===== src/rtl/fetch_ifid_stage_if.sv =====
// Instruction-memory bus between the fetch stage (master) and imem (slave).
// The memory samples imem_addr every cycle and answers with imem_ready/imem_rdata.
interface fetch_ifid_stage_if #(parameter int XLEN = 32);
  logic            imem_req;
  logic [XLEN-1:0] imem_addr;
  logic [31:0]     imem_rdata;
  logic            imem_ready;

  modport master (
    output imem_req,
    output imem_addr,
    input  imem_rdata,
    input  imem_ready
  );

  modport slave (
    input  imem_req,
    input  imem_addr,
    output imem_rdata,
    output imem_ready
  );
endinterface


===== src/rtl/fetch_ifid_stage.sv =====
// RV32I instruction fetch plus IF/ID register with a one-entry hold buffer for stalls.
// Optional macro FETCH_PERF_CNT_EN adds saturating stall/wait/flush counters.
//
// state | meaning
// FETCH | imem request active, PC points at the word being fetched
// HOLD  | word for PC returned during a stall and sits in hold_buf; no request
module fetch_ifid_stage #(
  parameter int               XLEN     = 32,
  parameter logic [XLEN-1:0]  RESET_PC = '0,
  parameter logic [31:0]      NOP_INST = 32'h0000_0013
) (
  input  logic                clk,
  input  logic                rst,
  input  logic                stall,
  input  logic                branch_taken,
  input  logic [XLEN-1:0]     branch_target,
  fetch_ifid_stage_if.master  imem,
  output logic [XLEN-1:0]     ifid_pc,
  output logic [XLEN-1:0]     ifid_pc_plus4,
  output logic [31:0]         ifid_inst,
  output logic                ifid_valid,
  output logic [4:0]          ifid_rs1,
  output logic [4:0]          ifid_rs2
`ifdef FETCH_PERF_CNT_EN
  ,
  output logic [31:0]         perf_stall_cycles,
  output logic [31:0]         perf_imem_wait_cycles,
  output logic [31:0]         perf_flushes
`endif
);

  typedef enum logic {
    FETCH = 1'b0,
    HOLD  = 1'b1
  } state_t;

  localparam logic [XLEN-1:0] FOUR = XLEN'(4);

  state_t          state, state_next;
  logic [XLEN-1:0] pc, pc_next, pc_plus4;
  logic [31:0]     hold_buf, hold_buf_next;
  logic [XLEN-1:0] ifid_pc_q, ifid_pc_next;
  logic [31:0]     ifid_inst_q, ifid_inst_next;
  logic            ifid_valid_q, ifid_valid_next;

  assign pc_plus4 = pc + FOUR;

  always_ff @(posedge clk) begin
    if (rst) begin
      state        <= FETCH;
      pc           <= RESET_PC;
      hold_buf     <= '0;
      ifid_pc_q    <= '0;
      ifid_inst_q  <= NOP_INST;
      ifid_valid_q <= 1'b0;
    end else begin
      state        <= state_next;
      pc           <= pc_next;
      hold_buf     <= hold_buf_next;
      ifid_pc_q    <= ifid_pc_next;
      ifid_inst_q  <= ifid_inst_next;
      ifid_valid_q <= ifid_valid_next;
    end
  end

  // Redirect wins over everything; any word returned in that cycle is dropped.
  always_comb begin
    state_next      = state;
    pc_next         = pc;
    hold_buf_next   = hold_buf;
    ifid_pc_next    = ifid_pc_q;
    ifid_inst_next  = ifid_inst_q;
    ifid_valid_next = ifid_valid_q;

    if (branch_taken) begin
      pc_next         = {branch_target[XLEN-1:2], 2'b00};
      ifid_inst_next  = NOP_INST;
      ifid_valid_next = 1'b0;
      hold_buf_next   = '0;
      state_next      = FETCH;
    end else begin
      case (state)
        FETCH: begin
          if (imem.imem_ready) begin
            if (stall) begin
              hold_buf_next = imem.imem_rdata;
              state_next    = HOLD;
            end else begin
              ifid_pc_next    = pc;
              ifid_inst_next  = imem.imem_rdata;
              ifid_valid_next = 1'b1;
              pc_next         = pc_plus4;
            end
          end else if (!stall) begin
            ifid_inst_next  = NOP_INST;
            ifid_valid_next = 1'b0;
          end
        end
        HOLD: begin
          if (!stall) begin
            ifid_pc_next    = pc;
            ifid_inst_next  = hold_buf;
            ifid_valid_next = 1'b1;
            pc_next         = pc_plus4;
            state_next      = FETCH;
          end
        end
      endcase
    end
  end

  assign imem.imem_req  = !rst && (state == FETCH);
  assign imem.imem_addr = pc;

  assign ifid_pc       = ifid_pc_q;
  assign ifid_pc_plus4 = ifid_pc_q + FOUR;
  assign ifid_inst     = ifid_inst_q;
  assign ifid_valid    = ifid_valid_q;
  assign ifid_rs1      = ifid_inst_q[19:15];
  assign ifid_rs2      = ifid_inst_q[24:20];

`ifdef FETCH_PERF_CNT_EN
  function automatic logic [31:0] sat_inc(input logic [31:0] v);
    return (v == 32'hFFFF_FFFF) ? v : v + 32'd1;
  endfunction

  logic [31:0] stall_cnt, wait_cnt, flush_cnt;

  always_ff @(posedge clk) begin
    if (rst) begin
      stall_cnt <= '0;
      wait_cnt  <= '0;
      flush_cnt <= '0;
    end else begin
      if (stall && !branch_taken)
        stall_cnt <= sat_inc(stall_cnt);
      if ((state == FETCH) && imem.imem_req && !imem.imem_ready)
        wait_cnt <= sat_inc(wait_cnt);
      if (branch_taken)
        flush_cnt <= sat_inc(flush_cnt);
    end
  end

  assign perf_stall_cycles     = stall_cnt;
  assign perf_imem_wait_cycles = wait_cnt;
  assign perf_flushes          = flush_cnt;
`endif

endmodule


===== src/flat_wrapper.sv =====
// flat-port wrapper written by rule: the top's interface ports become plain ports
module fetch_ifid_stage_flat 
#(
  parameter int               XLEN     = 32,
  parameter logic [XLEN-1:0]  RESET_PC = '0,
  parameter logic [31:0]      NOP_INST = 32'h0000_0013
)
  (clk, rst, stall, branch_taken, branch_target, ifid_pc, ifid_pc_plus4, ifid_inst, ifid_valid, ifid_rs1, ifid_rs2, imem_imem_req, imem_imem_addr, imem_imem_rdata, imem_imem_ready);
  fetch_ifid_stage_if #(.XLEN(XLEN)) imem_i ();
  input  logic clk;
  input  logic rst;
  input  logic stall;
  input  logic branch_taken;
  input  logic [XLEN-1:0] branch_target;
  output logic [XLEN-1:0] ifid_pc;
  output logic [XLEN-1:0] ifid_pc_plus4;
  output logic [31:0] ifid_inst;
  output logic ifid_valid;
  output logic [4:0] ifid_rs1;
  output logic [4:0] ifid_rs2;
  output wire logic [$bits(imem_i.imem_req)-1:0] imem_imem_req;
  output wire logic [$bits(imem_i.imem_addr)-1:0] imem_imem_addr;
  input wire logic [$bits(imem_i.imem_rdata)-1:0] imem_imem_rdata;
  input wire logic [$bits(imem_i.imem_ready)-1:0] imem_imem_ready;
  assign imem_imem_req = imem_i.imem_req;
  assign imem_imem_addr = imem_i.imem_addr;
  assign imem_i.imem_rdata = imem_imem_rdata;
  assign imem_i.imem_ready = imem_imem_ready;
  fetch_ifid_stage #(.XLEN(XLEN), .RESET_PC(RESET_PC), .NOP_INST(NOP_INST)) u_core (.clk(clk), .rst(rst), .stall(stall), .branch_taken(branch_taken), .branch_target(branch_target), .imem(imem_i), .ifid_pc(ifid_pc), .ifid_pc_plus4(ifid_pc_plus4), .ifid_inst(ifid_inst), .ifid_valid(ifid_valid), .ifid_rs1(ifid_rs1), .ifid_rs2(ifid_rs2));
endmodule

===== config.mk =====
export PLATFORM = sky130hd
export DESIGN_NAME = fetch_ifid_stage_flat
export DESIGN_NICKNAME = d
export VERILOG_FILES = /design/src/rtl/fetch_ifid_stage_if.sv /design/src/rtl/fetch_ifid_stage.sv /design/src/flat_wrapper.sv
export SDC_FILE = /design/constraint.sdc
export NUM_CORES = 1
export LEC_CHECK = 0
export BUFFER_PORTS_ARGS = -buffer_cell sky130_fd_sc_hd__buf_2
export CAP_MARGIN = 10
export CORE_MARGIN = 4
export CORE_UTILIZATION = 54
export DETAILED_ROUTE_END_ITERATION = 12
export GPL_ROUTABILITY_DRIVEN = 0
export PLACE_DENSITY = 0.84
export SLEW_MARGIN = 15
export SYNTH_ARGS = -nofsm -noshare
export SYNTH_HDL_FRONTEND = slang
export SYNTH_SLANG_ARGS = --single-unit

===== constraint.sdc =====
create_clock -name clk -period 5.86 [get_ports clk]
set_input_delay 1.172 -clock clk [delete_from_list [all_inputs] [get_ports clk]]
set_output_delay 1.172 -clock clk [all_outputs]
set_load 0.005 [all_outputs]

==> metrics <==
Via density 5.46; synth unique cells 50; CTS sink count 126; fin nets 1,005; Final min period 3.49 ns; reg2reg end u_core.imem.imem_addr[15]$_SDFFE_PP0P_; Placement Setup Slack 2.58 ns; core area 10,900 µm²; fraction of registers with async set/reset 0%; Tcrit/Tclk final 59.5%; layout cell share with drive strength beyond 1 26.0%; Final WS setup 2.37 ns; global routing usage on met3 6.08%; fmax 0.287 GHz; pwr/cell area 298 nW/µm²; Worst Setup Start Kind flop; DP Area 6970 µm²; Synth Area in Compound Gates 15.4%; CP Capture Type primary output; Die H 114 µm; Layout area overhead 25.5%; ant diodes 0; H-tree Lvls 4; most frequent cells in the layout buf_2, nand2_1, dfxtp_1; crit path to ifid_pc_plus4[31]; die width 114 µm; largest net degree at the start of global routing 66; Lkg Pwr 0.00319 µW; syn_area_per_cell 7.85 µm²; post-CTS setup buffer count 0; initial antenna violation count 2; critical path type flop to primary output; ys flop type dfxtp_1; clock tree buffer depth 2; hpwl dp 11.1 mm; GRT overflow 0; Clock Latency Late Sink 0.40 ns; Routed Antenna Nets 0; Avg WL per Cell 14.7 µm; Slew HR 33.0%; r2r startpoint u_core.imem.imem_addr[11]$_SDFFE_PP0P_; Clock Tree Root clkbuf_16; Total Wirelength 16.0 mm; Hold Vio Cnt, Final 0; Buffers on Ports 200; post-synthesis cell count 775; router iterations before antenna repair 5; Final Cell Area 7640 µm²; status finished clean; Seq/Total Area, Yosys 41.5%; reg2reg path depth 4; CTS Buf Count 17; Synth Register Bits 126; DR vias 5,933; via count of the first global-routing pass 5,411; clock skew 0.00908 ns; max_cap viols 0; XOR/XNOR Fraction of Synth Area 5.47%; Post-Layout Cell Count 1,086; peak fanout along the critical path 8; CTS tree yes; GRT Total Usage 24.4%; Crit. Startpoint u_core.ifid_pc[9]$_SDFFE_PP0P_; Post-Synth Simple-Gate Area 27.3%; Arrival @ worst endpoint 2.32 ns; final setup vio count 0; Worst Path Required 4.69 ns; maximum VDD drop 0.000193 V; drc violations 0; RSZ-0062 raised after global routing false; fin. max-slew vios 0; die area 13,000 µm²; initial DRC count 241; hold_buf cts 0; number of synthesized flops with an enable pin 0; worst hold path class flop to flop; Inst Count DP 1,055; Synthesis Warnings 0; commonest non-fill, non-tap cell in the layout buf_2; main combinational cell family by area after synthesis simple AND/OR/NAND/NOR gates; met2 Use GR 41.1%; Top Usage Layer GRT met2; Worst Tran Pin Value 1.00 ns; proportion of synthesized area in mux cells 3.45%; FP Rows 38; Starting Density 55.6%; CTS clk-pin slew, worst paths 0.06 ns; Util after Layout 69.8%; first-pass GRT wire length 26.2 mm; synthesized area 6080 µm²; flop2flop setup slack 3.67 ns; IO Pins 209; Global Route met1 Usage 31.1%; Synth Area in Adders 0.411%; setup TNS 0 ns; post-CTS resize count 0
-- worst min path at each step --
stage                                      from                               end  slack (ns)  depth (start not counted)
4_1_cts          u_core.ifid_valid$_SDFFE_PP0P_    u_core.ifid_valid$_SDFFE_PP0P_        0.45                          2
5_1_grt        u_core.hold_buf[21]$_SDFFE_PP0P_  u_core.hold_buf[21]$_SDFFE_PP0P_        0.47                          2
2_1_floorplan   u_core.hold_buf[0]$_SDFFE_PP0P_   u_core.hold_buf[0]$_SDFFE_PP0P_        0.44                          2
6_report         u_core.ifid_valid$_SDFFE_PP0P_    u_core.ifid_valid$_SDFFE_PP0P_        0.44                          2
3_3_place_gp     u_core.ifid_valid$_SDFFE_PP0P_    u_core.ifid_valid$_SDFFE_PP0P_        0.43                          2
3_5_place_dp     u_core.ifid_valid$_SDFFE_PP0P_    u_core.ifid_valid$_SDFFE_PP0P_        0.44                          2
-- registers in the layout, summed over array words and instances, names as in the netlist --
register / count
u_core.hold_buf: 32
u_core.ifid_inst: 32
u_core.ifid_pc: 30
u_core.imem.imem_addr: 30
u_core.ifid_valid: 1
u_core.state: 1
-- per-layer routing --
| metal | share of wire, % | vias to the layer above |
|---|---|---|
| met5 | 0.12 | - |
| met4 | 0.92 | 4 |
| met3 | 7.5 | 16 |
| met2 | 49 | 188 |
| met1 | 43 | 2728 |
| li1 | - | 2997 |
-- synthesized netlist by cell type (2+ instances only) --
master	instances	share of area, %
or3_1	3	0.31
nand3_2	3	0.49
nor4_1	9	0.93
nor3b_1	2	0.25
nand3b_1	13	1.6
xor2_1	20	2.9
o31ai_1	12	1.5
nand4_1	14	1.4
o21ai_1	11	0.90
xnor2_1	18	2.6
nand3_1	16	1.3
mux2i_1	21	3.5
buf_2	3	0.25
nor3_1	9	0.74
buf_1	5	0.31
inv_1	11	0.68
clkbuf_1	42	2.6
buf_4	18	2.2
and2_1	5	0.51
o21ai_0	9	0.74
buf_6	2	0.37
and3_1	6	0.62
and4_1	12	1.7
dfxtp_1	126	41
nand2_1	181	11
nor2_1	56	3.5
a211oi_1	8	0.99
a21oi_1	91	7.5
o21bai_1	2	0.25
a311oi_1	16	2.3
ha_1	2	0.41
or4_1	11	1.4
-- per-stage QoR --
| step | hold WS [ns] | power [µW] |
|---|---|---|
| after floorplan | 0.436 | 1040 |
| after global placement | 0.431 | 1120 |
| after detailed placement | 0.439 | 1120 |
| after CTS | 0.449 | 2280 |
| after global routing | 0.468 | 2350 |
| final | 0.445 | 2270 |
-- power by group --
group	switching (µW)	total, µW	leakage [µW]	internal, µW
sequential	39.4	926	0.00103	886
clock	392	1170	0.000313	780
combinational	99.1	175	0.00185	75.6
total	531	2270	0.00319	1740
-- cells by family after synthesis --
group / Yosys count
simple gates: 349
mux: 21
flops: 126
fa+ha+maj: 2
compound gates: 156
xor+xnor: 38
buf+inv: 82
other cells: 1
-- cell type report --
cell class	count	area (µm²)
Sequential cell	126	2520
Timing Repair Buffer	205	1040
Fill cell	910	3300
Clock buffer	19	453
Clock inverter	12	208
Inverter	12	45.0
Tap cell	140	175
Multi-Input combinational cell	572	3190
-- critical path, cell delays in order, from the launching register on --
cell and delay, ns:
dfxtp_1 0.44, and4_1 0.31, nand4_1 0.34, nor4_1 0.53
xor2_1 0.17, buf_2 0.12
Note: power is estimated with default switching activity, not from simulation.
